## src/rtl/ps2_rx_scan.sv

```systemverilog
`timescale 1ns/1ps
// PS/2 keyboard receiver: synchronises and debounces ps2clk/ps2data, deframes
// 11-bit frames and folds E0/F0 prefixes into a single scan-code strobe.
module ps2_rx_scan #(
    parameter int FILT_LEN    = 8,
    parameter int TIMEOUT_CYC = 5000
) (
    input  logic       clk,
    input  logic       reset,
    input  logic       ps2clk,
    input  logic       ps2data,
    output logic [7:0] code,
    output logic       code_rel,
    output logic       code_ext,
    output logic       code_valid,
    output logic       frame_err,
    output logic       rx_busy
);

    localparam int FCW = (FILT_LEN > 1) ? $clog2(FILT_LEN) : 1;
    localparam int TCW = $clog2(TIMEOUT_CYC + 1);

    typedef enum logic [1:0] {
        S_IDLE,
        S_DATA,
        S_PARITY,
        S_STOP
    } state_t;

    logic [1:0] w_raw;
    logic [1:0] w_filt;
    logic       w_fclk;
    logic       w_fdat;
    logic       w_fall;
    logic       w_timeout;
    state_t     r_state;
    state_t     w_state_next;

    logic           r_fclk_d;
    logic [2:0]     r_bit_cnt;
    logic [7:0]     r_shift;
    logic           r_par;
    logic           r_done;
    logic           r_frame_ok;
    logic [TCW-1:0] r_to_cnt;
    logic           r_rel;
    logic           r_ext;
    logic [7:0]     r_code;
    logic           r_code_rel;
    logic           r_code_ext;
    logic           r_code_valid;
    logic           r_frame_err;

    assign w_raw = {ps2data, ps2clk};

    // Channel 0 is ps2clk, channel 1 is ps2data; a level is accepted only after
    // FILT_LEN consecutive synchronised samples disagree with the current one.
    generate
        for (genvar gi = 0; gi < 2; gi++) begin : g_chan
            logic           r_s1;
            logic           r_s2;
            logic           r_f;
            logic [FCW-1:0] r_cnt;

            always_ff @(posedge clk) begin
                if (!reset) begin
                    r_s1  <= 1'b1;
                    r_s2  <= 1'b1;
                    r_f   <= 1'b1;
                    r_cnt <= '0;
                end else begin
                    r_s1 <= w_raw[gi];
                    r_s2 <= r_s1;
                    if (r_s2 == r_f) begin
                        r_cnt <= '0;
                    end else if (r_cnt == FCW'(FILT_LEN - 1)) begin
                        r_f   <= r_s2;
                        r_cnt <= '0;
                    end else begin
                        r_cnt <= r_cnt + 1'b1;
                    end
                end
            end

            assign w_filt[gi] = r_f;
        end
    endgenerate

    assign w_fclk    = w_filt[0];
    assign w_fdat    = w_filt[1];
    assign w_fall    = r_fclk_d & ~w_fclk;
    assign w_timeout = (r_state != S_IDLE) && !w_fall && (r_to_cnt == TCW'(TIMEOUT_CYC - 1));

    always_ff @(posedge clk) begin
        if (!reset) begin
            r_state <= S_IDLE;
        end else begin
            r_state <= w_state_next;
        end
    end

    always_comb begin
        w_state_next = r_state;
        case (r_state)
            S_IDLE:   if (w_fall && !w_fdat) w_state_next = S_DATA;
            S_DATA:   if (w_fall && (r_bit_cnt == 3'd7)) w_state_next = S_PARITY;
            S_PARITY: if (w_fall) w_state_next = S_STOP;
            S_STOP:   if (w_fall) w_state_next = S_IDLE;
            default:  w_state_next = S_IDLE;
        endcase
        if (w_timeout) w_state_next = S_IDLE;
    end

    always_ff @(posedge clk) begin
        if (!reset) begin
            r_fclk_d     <= 1'b1;
            r_bit_cnt    <= '0;
            r_shift      <= '0;
            r_par        <= 1'b0;
            r_done       <= 1'b0;
            r_frame_ok   <= 1'b0;
            r_to_cnt     <= '0;
            r_rel        <= 1'b0;
            r_ext        <= 1'b0;
            r_code       <= '0;
            r_code_rel   <= 1'b0;
            r_code_ext   <= 1'b0;
            r_code_valid <= 1'b0;
            r_frame_err  <= 1'b0;
        end else begin
            r_fclk_d     <= w_fclk;
            r_done       <= 1'b0;
            r_code_valid <= 1'b0;
            r_frame_err  <= 1'b0;

            if (w_fall || (r_state == S_IDLE)) r_to_cnt <= '0;
            else r_to_cnt <= r_to_cnt + 1'b1;

            if (w_fall) begin
                case (r_state)
                    S_IDLE:   r_bit_cnt <= '0;
                    S_DATA: begin
                        r_shift   <= {w_fdat, r_shift[7:1]};
                        r_bit_cnt <= r_bit_cnt + 1'b1;
                    end
                    S_PARITY: r_par <= w_fdat;
                    S_STOP: begin
                        r_done     <= 1'b1;
                        r_frame_ok <= w_fdat & (^{r_shift, r_par});
                    end
                    default: r_bit_cnt <= '0;
                endcase
            end

            // r_done only follows STOP->IDLE, so it can never coincide with a timeout.
            if (w_timeout) begin
                r_frame_err <= 1'b1;
                r_rel       <= 1'b0;
                r_ext       <= 1'b0;
            end else if (r_done) begin
                if (!r_frame_ok) begin
                    r_frame_err <= 1'b1;
                    r_rel       <= 1'b0;
                    r_ext       <= 1'b0;
                end else if (r_shift == 8'hE0) begin
                    r_ext <= 1'b1;
                end else if (r_shift == 8'hF0) begin
                    r_rel <= 1'b1;
                end else begin
                    r_code       <= r_shift;
                    r_code_rel   <= r_rel;
                    r_code_ext   <= r_ext;
                    r_code_valid <= 1'b1;
                    r_rel        <= 1'b0;
                    r_ext        <= 1'b0;
                end
            end
        end
    end

    assign code       = r_code;
    assign code_rel   = r_code_rel;
    assign code_ext   = r_code_ext;
    assign code_valid = r_code_valid;
    assign frame_err  = r_frame_err;
    assign rx_busy    = (r_state != S_IDLE);

endmodule

```

## config.mk

```make
export PLATFORM = sky130hd
export DESIGN_NAME = ps2_rx_scan
export DESIGN_NICKNAME = d
export VERILOG_FILES = /design/src/rtl/ps2_rx_scan.sv
export SDC_FILE = /design/constraint.sdc
export NUM_CORES = 1
export LEC_CHECK = 0
export ABC_AREA = 1
export CORE_MARGIN = 2
export CORE_UTILIZATION = 49
export CTS_CLUSTER_SIZE = 12
export DETAILED_ROUTE_END_ITERATION = 7
export PLACE_DENSITY = 0.75
export SETUP_SLACK_MARGIN = 0.1
export SLEW_MARGIN = 5
export SYNTH_ARGS = -nofsm -noshare
export SYNTH_HDL_FRONTEND = slang
export SYNTH_SLANG_ARGS = --single-unit
```

## constraint.sdc

```tcl
create_clock -name clk -period 1.9 [get_ports clk]
set_input_delay 0.19 -clock clk [delete_from_list [all_inputs] [get_ports clk]]
set_output_delay 0.19 -clock clk [all_outputs]
set_load 0.02 [all_outputs]
```

* Yosys cells after proc, flatten, opt, wreduce, memory -nomap -nowiden
Index checks and enable logic that the tools add are counted.
Cells by class: add/sub/neg operators 4, reduce and logical (&&, ||, !) cells 27, bitwise gates (word level) 11, equality and inequality tests 17, mux-type cells 17
Operators by type and width (number):
- 2-bit AND reduction | 9
- 8-bit == test, second input constant | 2
- 13-bit by 1-bit adder with 13-bit output, second input constant | 1
- 13-bit == test, second input constant | 1
- 1-bit two-way mux | 11
- 2-bit inequality test, second input constant | 5
- 3-bit by 1-bit adder with 3-bit output, second input constant | 3
- 3-bit == test, second input constant | 3
- 1-bit inverter | 9
- 9-bit parity | 1
- 2-bit two-way mux | 4
- 2-bit one-hot mux with 4 select lines | 1
- 3-bit one-hot mux with 2 select lines | 1
- 3-bit OR reduction | 2
- 5-bit AND reduction | 1
- 5-bit OR reduction | 1
- 2-bit == test, second input constant | 2
- 1-bit logical AND | 4
- 4-bit AND reduction | 1
- 2-bit nonzero test | 2
- 2-bit OR reduction | 2
- 3-bit inequality test, second input constant | 1
- 1-bit AND | 2
- 1-bit == test | 2
- other kinds (4) | 5
Storage, ports and cells: bits of input ports 4, output and inout bits 13, logic and storage cells 99, flip-flop bits (word level) 56

* Logic depth before layout (Yosys ltp)
word-level depth 7, depth in mapped cells 11, mapped depth without buffers 10

* Least setup slack after synthesis
Ideal clock, no wire load.
path type flip-flop to flip-flop, start reg r_state[0], end reg r_state[0], path buffers 0, data arrival time 1464 ps, library setup time 115 ps, clock period less this slack 1580 ps, data required time 1785 ps, stages on the path, launching flop included 9, path slack 320 ps, cell sequence dfxtp_1 inv_1 ha_1 inv_1 nand2_1 o32ai_1 a21oi_1 o21ai_0 inv_1
On the way: longest elaborated chain between the ends 4, elaborated cells on any way between the ends 14, classes of those cells 7 x eq/ne; 1 x mux; 6 x reduce/logical
Ends and longest elaborated chain:
- start, declared | line 36 | state_t r_state;
- start signal, assigned | line 98 | r_state <= w_state_next;
- 2-bit nonzero test
- named net rx_busy | line 17 | output logic rx_busy
- 1-bit logical AND (2 in a row) | line 92 | assign w_timeout = (r_state != S_IDLE) && !w_fall && (r_to_cnt == TCW'(TIMEOUT_CYC - 1));
- 2-bit OR reduction (no line)
The timed path passes the listed nets, and every way through them passes these cells. A chain may end at the register's enable or synchronous reset.

* Worst setup path in the final report
start reg r_state[0], end out rx_busy
On the way: longest elaborated chain between the ends 1
Ends and longest elaborated chain:
- 2-bit nonzero test | line 186 | assign rx_busy = (r_state != S_IDLE);
- end, declared | line 17
Every way passes these cells.

==> metrics <==
status complete, no violations; Area contributors post-synth dfxtp_1 45%, nand2_1 11%, inv_1 8.1%, nor2_1 7.9%, ha_1 6.1%; Wirelength per Cell 9.53 um; Die Ht ~75 um; via/cell ratio around 4.7; hpwl dp approximately 3000 um; synthesized area 0.00247 mm2; global routing usage on met1 between 10% and 20%; Post-Route WL 4040 um; startpoint types flop; YS warnings 0; busiest grt layer met2; met2 Resource Use GR 27.1%; Mapped Cells roughly 340; CP required approximately 1.7 ns; syn nets ~350; data arrival time of the worst path 1.41 ns; CP max FO 4; global-route wire length before repair 6990 um; Slew @ Worst Pin approximately 0.34 ns; min cycle time layout ~1.6 ns; synthesized area per cell around 7.3 um2; Max transition margin 77.3%; critical path's slowest cell dfxtp_1; Synth top area share between 40 and 50%; post-layout instance area 0.00280 mm2; sequential fraction of the synthesis area ~45%; Final Max Tran Viols 0; setup slack, reg-to-reg between 0.3 and 0.4 ns; tightest hold margin between 0.4 and 0.5 ns; R2R Path End code_rel$_SDFFE_PN0P_; RSZ-0062 raised after global routing no; clock sinks 56; # hold bufs at CTS 0; vias in the first global route about 1700; Primary FF master, synth dfxtp_1; Setup TNS 0 ns; Tot GR Track Use between 10% and 20%; core area 0.00479 mm2; CP Buf/Inv Count 3; Top delay family on crit path buffers and inverters; starting utilization of the core area 51.6%; drt drc 0; Via Count between 1500 and 2000; Die X around 75 um; boundary pin count 17; post-synth top area cell dfxtp_1; largest net degree at the start of global routing 23; proportion of layout cells with a drive suffix above 1 approximately 5.6%; clock latency on the worst-skew pair a little over 0.3 ns; Critical Path Source r_state[0]$_SDFFE_PP0P_; Area growth syn-to-layout 13.4%; DR iter-0 viols 91; clock root cell clkbuf_8; Critical Path End rx_busy; reg2reg path depth 10; antenna cell count 0; WS Path Type reg -> out; post-place instance area 0.00270 mm2; FMAX about 620 MHz; filler cell count in the final layout ~440; clock-pin slew on the worst setup and hold paths 0.09 ns; final-stage net count roughly 370; RR Startpoint r_state[0]$_SDFFE_PP0P_; worst hold path class reg -> reg; clk buf depth 2; FFs w/ async S/R, synth 0%; met3 Use GR about 4.1%; Critical Path, Cell by Cell inv_1 > ha_1 > inv_1 > dlygate4sd2_1; MaxCap Viol Count 0; PortBufs 16; H-tree Lvls 2; Synth top cells by count 72 x nand2_1, 56 x dfxtp_1, 53 x inv_1, 52 x nor2_1, 25 x a21oi_1; pwr/cell area about 670 mW/mm2; Crit path depth 4; GP Congestion around 0.79; CTS tree built; # rows 25; Leak Pwr 0.00124 uW; most frequent cell after synthesis nand2_1; die area roughly 0.0056 mm2; VDD IR max roughly 0.43 mV; Routed Antenna Nets 0; CP Capture Type output port; count of state elements after synthesis 56; endpoints failing hold 0; skew final approximately 0.0091 ns; Distinct cells, synth 28; Initial DRT Pass Iterations 4; fin crit share ~84%; remaining global-route overflow 0; most used cell, CP inv_1; slowest cell delay on critical path about 0.37 ns; initial antenna violation count 0; Post-synth EDFFs 0; endpoints failing setup 0; total CTS buffers 5
==> placed cells by master, fill, tap and decap left out <==
master           netlist  routed
o32ai_2                0       1
ha_1                  12      12
xor2_1                 3       3
nand2_2                1       1
nand3_4                0       1
o21ai_0               24      24
or2_2                  4       4
a21oi_1               25      25
dfxtp_1               56      56
nand4_1                4       4
a31oi_1                1       1
nand3_1                6       6
clkinv_1               1       1
nor4_1                 1       1
nor3_1                 4       4
dlygate4sd2_1          0       1
clkdlybuf4s50_1        0      15
nand2_1               72      72
nor3_4                 1       1
a211oi_1               2       2
nand3_2                2       1
buf_4                  1       4
nor2_2                 1       1
nor3b_1                1       1
clkbuf_1               2       2
clkbuf_8               0       6
nor2_1                52      52
inv_1                 53      53
xnor2_1                2       2
==> flip-flops by register name, indices dropped and copies added (netlist names), 2 cells and up <==
signal	cells
r_shift	8
g_chan.r_s1	2
r_bit_cnt	3
g_chan.r_s2	2
r_state	2
code	8
g_chan.r_cnt	6
r_to_cnt	13
g_chan.r_f	2
==> layer usage <==
layer,up-vias,share of wire [%]
met4,0,1.1
met1,868,49
met3,4,3.5
met2,26,47
li1,1084,-
met5,-,0
==> cell type report <==
class / count / area [um2] / area share (%)
flip-flops and latches: 56 / 1120 / 40.1
multi-input cells: 219 / 1110 / 39.7
inverters: 54 / 203 / 7.24
repair buffers: 20 / 189 / 6.75
clock buffers: 8 / 90.1 / 3.22
well taps: 67 / 83.8 / 3.00
==> worst min path at each step <==
stage / cells past startpoint / from / endpoint / slack (ns)
after CTS: 1 / g_chan[0].r_s1$_SDFF_PN1_ / g_chan[0].r_s2$_SDFF_PN1_ / 0.43
after detailed placement: 1 / g_chan[0].r_s1$_SDFF_PN1_ / g_chan[0].r_s2$_SDFF_PN1_ / 0.40
after global placement: 1 / g_chan[1].r_s1$_SDFF_PN1_ / g_chan[1].r_s2$_SDFF_PN1_ / 0.39
after floorplan: 1 / ps2clk / g_chan[0].r_s1$_SDFF_PN1_ / 0.30
final: 1 / g_chan[1].r_s1$_SDFF_PN1_ / g_chan[1].r_s2$_SDFF_PN1_ / 0.42
after global routing: 1 / g_chan[0].r_s1$_SDFF_PN1_ / g_chan[0].r_s2$_SDFF_PN1_ / 0.44
==> worst reg2reg max path: stages, from the launching register on <==
cell and delay (ns):
dfxtp_1 0.37, inv_1 0.09, ha_1 0.19, inv_1 0.09
nand2_1 0.07, nor2_1 0.10, nand2_1 0.13, nand3_4 0.25
nand2_1 0.09, nand2_1 0.06, nor2_1 0.03
==> report_power, final <==
| part | switching (uW) | leakage (uW) | internal [uW] |
|---|---|---|---|
| Combinational | 16.9 | 0.000738 | 14.0 |
| Clock | 359 | 0.0000455 | 298 |
| Sequential | 2.10 | 0.000452 | 1180 |
| Total | 378 | 0.00124 | 1490 |
==> metrics by stage <==
step                      worst slack [ns]  utilization (%)  std cells  power (uW)
final                                0.296             58.5        424        1870
after global routing                 0.124             58.5        424        1950
after CTS                            0.237             58.2        424        1890
after detailed placement             0.250             56.3        416        1240
after global placement               0.295             56.3        416        1240
after floorplan                      0.320                -        336        1220
==> kinds of logic after synthesis <==
group | share of synthesized area (%)
compound gates | 11.2
xor+xnor | 1.78
fa+ha+maj | 6.09
buf+inv | 10.1
flops | 45.4
simple gates | 25.5
==> repair_timing <==
item,CTS,global route
pin swaps,0,0
endpoints found under the setup margin,1,12
setup buffers,0,0
resized for setup,1,2
No activity file was read; power rests on OpenSTA's default activity.
==> RTL edit 1 (same settings) <==
Reset style: asynchronous (`reset`), changed in 3 clocked blocks.
--- a/src/rtl/ps2_rx_scan.sv
+++ b/src/rtl/ps2_rx_scan.sv
@@ -64,3 +64,3 @@
 
-            always_ff @(posedge clk) begin
+            always_ff @(posedge clk or negedge reset) begin
                 if (!reset) begin
@@ -93,3 +93,3 @@
 
-    always_ff @(posedge clk) begin
+    always_ff @(posedge clk or negedge reset) begin
         if (!reset) begin
@@ -113,3 +113,3 @@
 
-    always_ff @(posedge clk) begin
+    always_ff @(posedge clk or negedge reset) begin
         if (!reset) begin
Behaviour: no difference found for any inputs over 10 cycles, from zero or initial values and one cycle with reset low; that may be too few to reach the edited logic, so the function may still have changed.
==> RTL edit 1 against the original RTL <==
  * Sequential cell count unchanged
  * First-iteration DRC count increased by 120%
  * Area after synthesis increased by 10%
  * Non-clock buffer count unchanged
  * Design area increased by 9.4%
  * Critical path type is now register to register
  * Routed wire length increased by 10%
  * Worst setup slack got worse by 0.043 ns
  * Register-to-register slack got worse by 0.08 ns
Power is not compared: it rests on default switching activity, and its combinational part moved more than twofold at a synthesized area within 25%.
==> RTL edit 1: results (changes against the original RTL) <==
** Logic synthesis
- The share of synthesized flip-flops with an asynchronous set or reset came to 100% (+100 points).
- In the synthesized netlist the dominant register cell turns out to be dfrtp_1.
- The sequential cell area fraction in the yosys report is 51.9% (+6.5 points).
- The net count after synthesis came to 334 (-5.1%).
- Yosys attributes the largest share of cell area to dfrtp_1, nand2_1, dfstp_2.
- The number of distinct library cell variants in the gate-level netlist after synthesis was 25 (-11%).
- After synthesis, the most frequently instantiated cells are nand2_1, dfrtp_1, inv_1.

** Global routing
- The number of global-route vias before repair came to 1931 (+15%).
- The total global-route track usage was 17.1% (+0.77 points).
- The global-route wire length before repair was 8450 um (+21%).
- The number of antenna violations at the first check in global routing is 0 (unchanged).
- The maximum number of pins on one net before global-route repair came to 21 (-8.7%).

** Cells and area
- Ratio of cells with drive above 1 in the final layout :: 13.7% (+8.1 points)
- The number of flip-flops in the largest register is 13 (unchanged).
- The number of fill cells was 473 (+7.3%).
- The number of nets in the final layout was 357 (-4.0%).
- The number of diodes is 0 (unchanged).

** CTS
- The post-CTS setup buffer count came to 0 (unchanged).
- The level count of the clock H-tree is 2 (unchanged).
- Clk root buf :: clkbuf_8

** Drt
- Via count normalized by instance count :: 4.84 (+3.4%)
- The routed wirelength normalized by instance count is 10.8 um (+13%).
- The number of violations reported at the end of detailed-routing iteration 0 was 199 (+120%).

** Place
- DP Worst Slack :: 0.229 ns (-0.0212 ns)
- The cell area after placement came to 2950 um2 (+9.5%).
- Last weighted congestion value of the routability-driven placer :: 0.838 (+5.9%)
- Total of buffers placed on input and output ports :: 16 (unchanged)
- The placed wire-length estimate after detailed placement came to 3320 um (+12%).

** Worst setup path
- Worst Path Max Fanout :: 11 (+7)
- Launching instance or port of the critical path :: r_state[1]
- Arrival time of data at the critical path endpoint :: 1.85 ns (+0.44 ns)

** Status
- The flow ran to the end, and the final reports show no timing, DRC or antenna violations.

** STA
- The final worst clock skew came to 0.00593 ns (-0.00321 ns).
- The worst slew slack as a fraction of its limit was 74.4% (-2.9 points).

** Worst hold path
- Min-delay src :: ps2data
- The min-delay analysis places its worst path in the category input port to register.

** Power and ir drop
- The analysis attributes to cell leakage a power of 1.50 nW.
- Sw frac :: 34.3%
## RTL edit 1: changes by cell type after synthesis, moves of 19 or more
cell,change
nand3_1,+19
dfxtp_1,-56
inv_1,-21
dfrtp_1,+49
a21oi_1,-19
nor2_1,-25
## RTL edit 1: metrics by stage
step / power, mW / std cells / utilization (%) / hold slack (ns)
after CTS: 3.04 / 414 / 56.2 / 0.264
after global routing: 3.25 / 414 / 56.3 / 0.265
after floorplan: 2.14 / 318 / - / -0.106
final: 3.01 / 414 / 56.3 / 0.276
after global placement: 2.35 / 405 / 54.2 / 0.136
after detailed placement: 2.37 / 405 / 54.2 / 0.147
## RTL edit 1: cells by family (layout without fill, tap and decap cells)
| group | Yosys count | count (layout) | synth area share (%) |
|---|---|---|---|
| xor gates and xnor gates | 6 | 6 | 1.93 |
| DFF | 56 | 56 | 51.9 |
| and+or+nand+nor | 173 | 173 | 28.9 |
| buffers and inverters | 45 | 69 | 7.00 |
| AOI/OAI and AO/OA | 26 | 26 | 4.79 |
| adders and majority gates | 12 | 12 | 5.52 |
## RTL edit 1: final cells by class
type                            count  area [um2]  share of cell area [%]
Timing Repair Buffer               20         186                    6.09
Multi-Input combinational cell    217        1120                    36.7
Inverter                           41         155                    5.07
Clock buffer                        7        86.3                    2.82
Tap cell                           72        90.1                    2.94
Sequential cell                    56        1410                    46.1
Clock inverter                      1        8.76                   0.286
## RTL edit 1: power by group through the flow
stage          Combinational, mW  Sequential, mW  Clock, mW
2_1_floorplan              0.625            1.52          0
3_3_place_gp               0.810            1.54          0
3_5_place_dp               0.822            1.55          0
4_1_cts                    0.820            1.53      0.693
5_1_grt                    0.956            1.55      0.746
6_report                   0.814            1.53      0.667
## RTL edit 1: final timing paths
kind	cells past startpoint	slack [ns]	end
max reg2reg	11	0.25	code[1]
min in group asynchronous	2	0.33	r_to_cnt[0]
max in group asynchronous	3	0.92	g_chan[1].r_s2
min reg2reg	0	0.36	g_chan[1].r_s2
max	11	0.25	code[1]
min	1	0.28	g_chan[1].r_s1
## RTL edit 1: timing repair
item                                   4_1_cts  5_1_grt
hold buffers                                 1        0
setup endpoints to repair                    1       10
gates resized for setup                      1        2
endpoints found under the hold margin       12        0
## RTL edit 1: critical path, stage by stage (launching register included)
cell and delay, ns:
dfrtp_1 0.43, inv_1 0.12, ha_2 0.21, inv_2 0.06, nand2_4 0.13, nor2_4 0.06
nand2_4 0.10, nand2_2 0.06, inv_2 0.09, nand2_2 0.14, nand2_1 0.10, nand2_1 0.06
## RTL edit 1: per-layer routing
layer | global-route usage [%] | up-vias | share of wire [%]
met1 | 23.6 | 911 | 50
li1 | - | 1042 | -
met5 | 0 | - | 0
met2 | 26.6 | 40 | 45
met3 | 4.25 | 9 | 3.6
met4 | 5.96 | 0 | 1.5
==> RTL edit 2 (same flow settings) <==
Made on the original files. `TIMEOUT_CYC`: 5000 -> 2500.
--- a/src/rtl/ps2_rx_scan.sv
+++ b/src/rtl/ps2_rx_scan.sv
@@ -5,3 +5,3 @@
     parameter int FILT_LEN    = 8,
-    parameter int TIMEOUT_CYC = 5000
+    parameter int TIMEOUT_CYC = 2500
 ) (
Check against the original RTL: same outputs for any inputs over 10 cycles, from zero or initial values and one cycle with reset low; that may be too few to reach the edited logic, so the function may still have changed.
==> RTL edit 2 against the original RTL <==
  * Area after synthesis fell by 1.4%
  * Routed wire length fell by 0.22%
  * Sequential cell count fell by 1
  * Design area fell by 2.1%
  * Clock skew fell by 0.0039 ns
  * Global-route usage rose by 0.53 points
  * Total power barely moved
  * Via count fell by 2.1%
  * Worst setup slack got worse by 0.012 ns
  * Critical path type unchanged
==> RTL edit 2: results (changes against the original RTL) <==
** Worst setup path
- The critical-path maximum fanout is 4 (unchanged).
- The slowest stage of the critical path is the dfxtp_1 cell.
- Delay of the slowest critical-path stage :: 0.39 ns (+0.02 ns)
- Cell family with most CP delay :: buffers and inverters
- Arrival time of data at the critical path endpoint :: 1.43 ns (+0.02 ns)

** CTS
- The number of CTS-inserted buffers came to 5 (unchanged).
- Clock latency at the later pin of the worst-skew pair :: 0.30 ns
- Buffer count from post-CTS setup fixing :: 0 (unchanged)
- In this run the clock root is driven by a clkbuf_8.
- Deepest level of the CTS H-tree :: 2 (unchanged)
- The clock-pin slew on the worst setup and hold paths is 0.09 ns (about the same).
- The number of buffers between clock root and the deepest sink is 2 (unchanged).

** Place
- The placed wire-length estimate after detailed placement is 3090 um (+4.6%).
- The global placement routability congestion was 0.781 (-1.2%).
- The total of buffers placed on input and output ports is 16 (unchanged).

** Cells and area
- Register with the highest flop count :: r_to_cnt
- Layout fillers :: 461 (+4.5%)
- The number of flip-flops in the largest register came to 12 (-1).
- The number of nets in the final layout was 346 (-7.0%).
- The number of diodes came to 0 (unchanged).
- The fraction of final layout cells sized beyond drive strength 1 was 9.34% (+3.7 points).

** Power and ir drop
- The maximum vdd ir drop came to 0.000464 V (+8.5%).
- Leakage dissipation :: 1.10 nW (-11%)

** Worst hold path
- Class of the tightest hold or removal check :: register to register

** Drt
- DRC marker count from the first detailed-route iteration :: 78 (-14%)
- The final wirelength came to 4030 um (-0.22%).
- The vias per cell was 4.86 (+4.0%).
- The number of iterations in the first detailed-routing pass was 4 (unchanged).

** Global routing
- Number of global-route vias before repair :: 1774 (+5.2%)
- Antenna violations before repair :: 0 (unchanged)
- Global-route wire length before repair :: 7350 um (+5.1%)
- The maximum number of pins on one net before global-route repair is 16 (-30%).
- Overall track demand over capacity in global routing :: 16.9% (+0.53 points)

** Status
- Outcome :: finished clean

** Logic synthesis
- Distinct cell type count after synthesis :: 26 (-7.1%)
- The sequential cell area fraction in the yosys report is 45.2% (-0.19 points).
- The share of synthesized flip-flops with an asynchronous set or reset came to 0% (unchanged).
- The commonest cells after synthesis are nand2_1, dfxtp_1, a21oi_1, inv_1, nor2_1.
- After synthesis, the cell types taking the most area are dfxtp_1, nand2_1, a21oi_1.
- The net count after synthesis is 325 (-7.7%).
- Among all flip-flop cells after synthesis, the most frequent one is dfxtp_1.
- The number of warnings issued by yosys came to 0 (unchanged).

** STA
- The final setup TNS was 0 ns (unchanged).
- The slew at the pin closest to its max-slew limit is 0.387 ns (+0.0498 ns).
- Worst setup skew after layout :: 0.00523 ns (-0.00391 ns)
==> RTL edit 2: area by class of cell <==
cell class | count | share of cell area, %
Inverter | 38 | 5.21
Multi-Input combinational cell | 209 | 40.4
Clock buffer | 8 | 3.65
Sequential cell | 55 | 40.2
Timing Repair Buffer | 22 | 7.45
Tap cell | 67 | 3.06
==> RTL edit 2: cell families (layout without fill, tap and decap cells) <==
logic type	after synthesis	count (layout)	share of synthesized area (%)
adders and majority gates	11	11	5.66
DFF	55	55	45.2
and+or+nand+nor	133	133	25.3
xor gates and xnor gates	2	2	0.720
AOI/OAI and AO/OA	63	63	13.8
buffers and inverters	46	68	9.25
==> RTL edit 2: where the power goes <==
group	leakage [nW]	total, mW	switching, mW	internal, mW
Sequential	0.444	1.16	0.00204	1.16
Combinational	0.606	0.0303	0.0168	0.0135
Clock	0.0515	0.681	0.348	0.333
Total	1.10	1.87	0.366	1.50
==> RTL edit 2: per-stage QoR <==
| stage | cell area [um2] | util [%] | worst slack, ns | hold WS [ns] | cells |
|---|---|---|---|---|---|
| after floorplan | 2430 | - | 0.347 | 0.297 | 310 |
| after global placement | 2640 | 55.5 | 0.328 | 0.396 | 391 |
| after detailed placement | 2640 | 55.5 | 0.291 | 0.398 | 391 |
| after CTS | 2740 | 57.6 | 0.252 | 0.421 | 399 |
| after global routing | 2740 | 57.6 | 0.140 | 0.433 | 399 |
| final | 2740 | 57.6 | 0.284 | 0.418 | 399 |
==> RTL edit 2: worst register-to-register path: cells and delay by family, from the launching register on <==
kind | cells | cell delay, ns
buffers and inverters | 1 | 0.11
flip-flops | 1 | 0.42
AO/OA/AOI/OAI | 2 | 0.38
AND/OR/NAND/NOR | 4 | 0.56
==> RTL edit 2: what timing repair did <==
action / 4_1_cts / 5_1_grt
setup endpoints to repair: 1 / 0
resized for setup: 1 / 0
hold buffers: 0 / 0
==> RTL edit 2: worst paths after layout <==
check / cells past startpoint / end / slack, ns / start
max reg2reg: 7 / code[1] / 0.32 / r_shift[0]
max: 4 / rx_busy / 0.28 / r_state[0]
min: 1 / g_chan[0].r_s2 / 0.42 / g_chan[0].r_s1
min reg2reg: 1 / g_chan[0].r_s2 / 0.42 / g_chan[0].r_s1
==> RTL edit 2: routing by layer <==
layer  vias up  GRT usage (%)  wire length [um]
met5         -              0                 0
met4         0           5.36                65
met1       858           21.3              1990
met3         5           4.47               139
met2        27           28.2              1840
li1       1050              -                 -
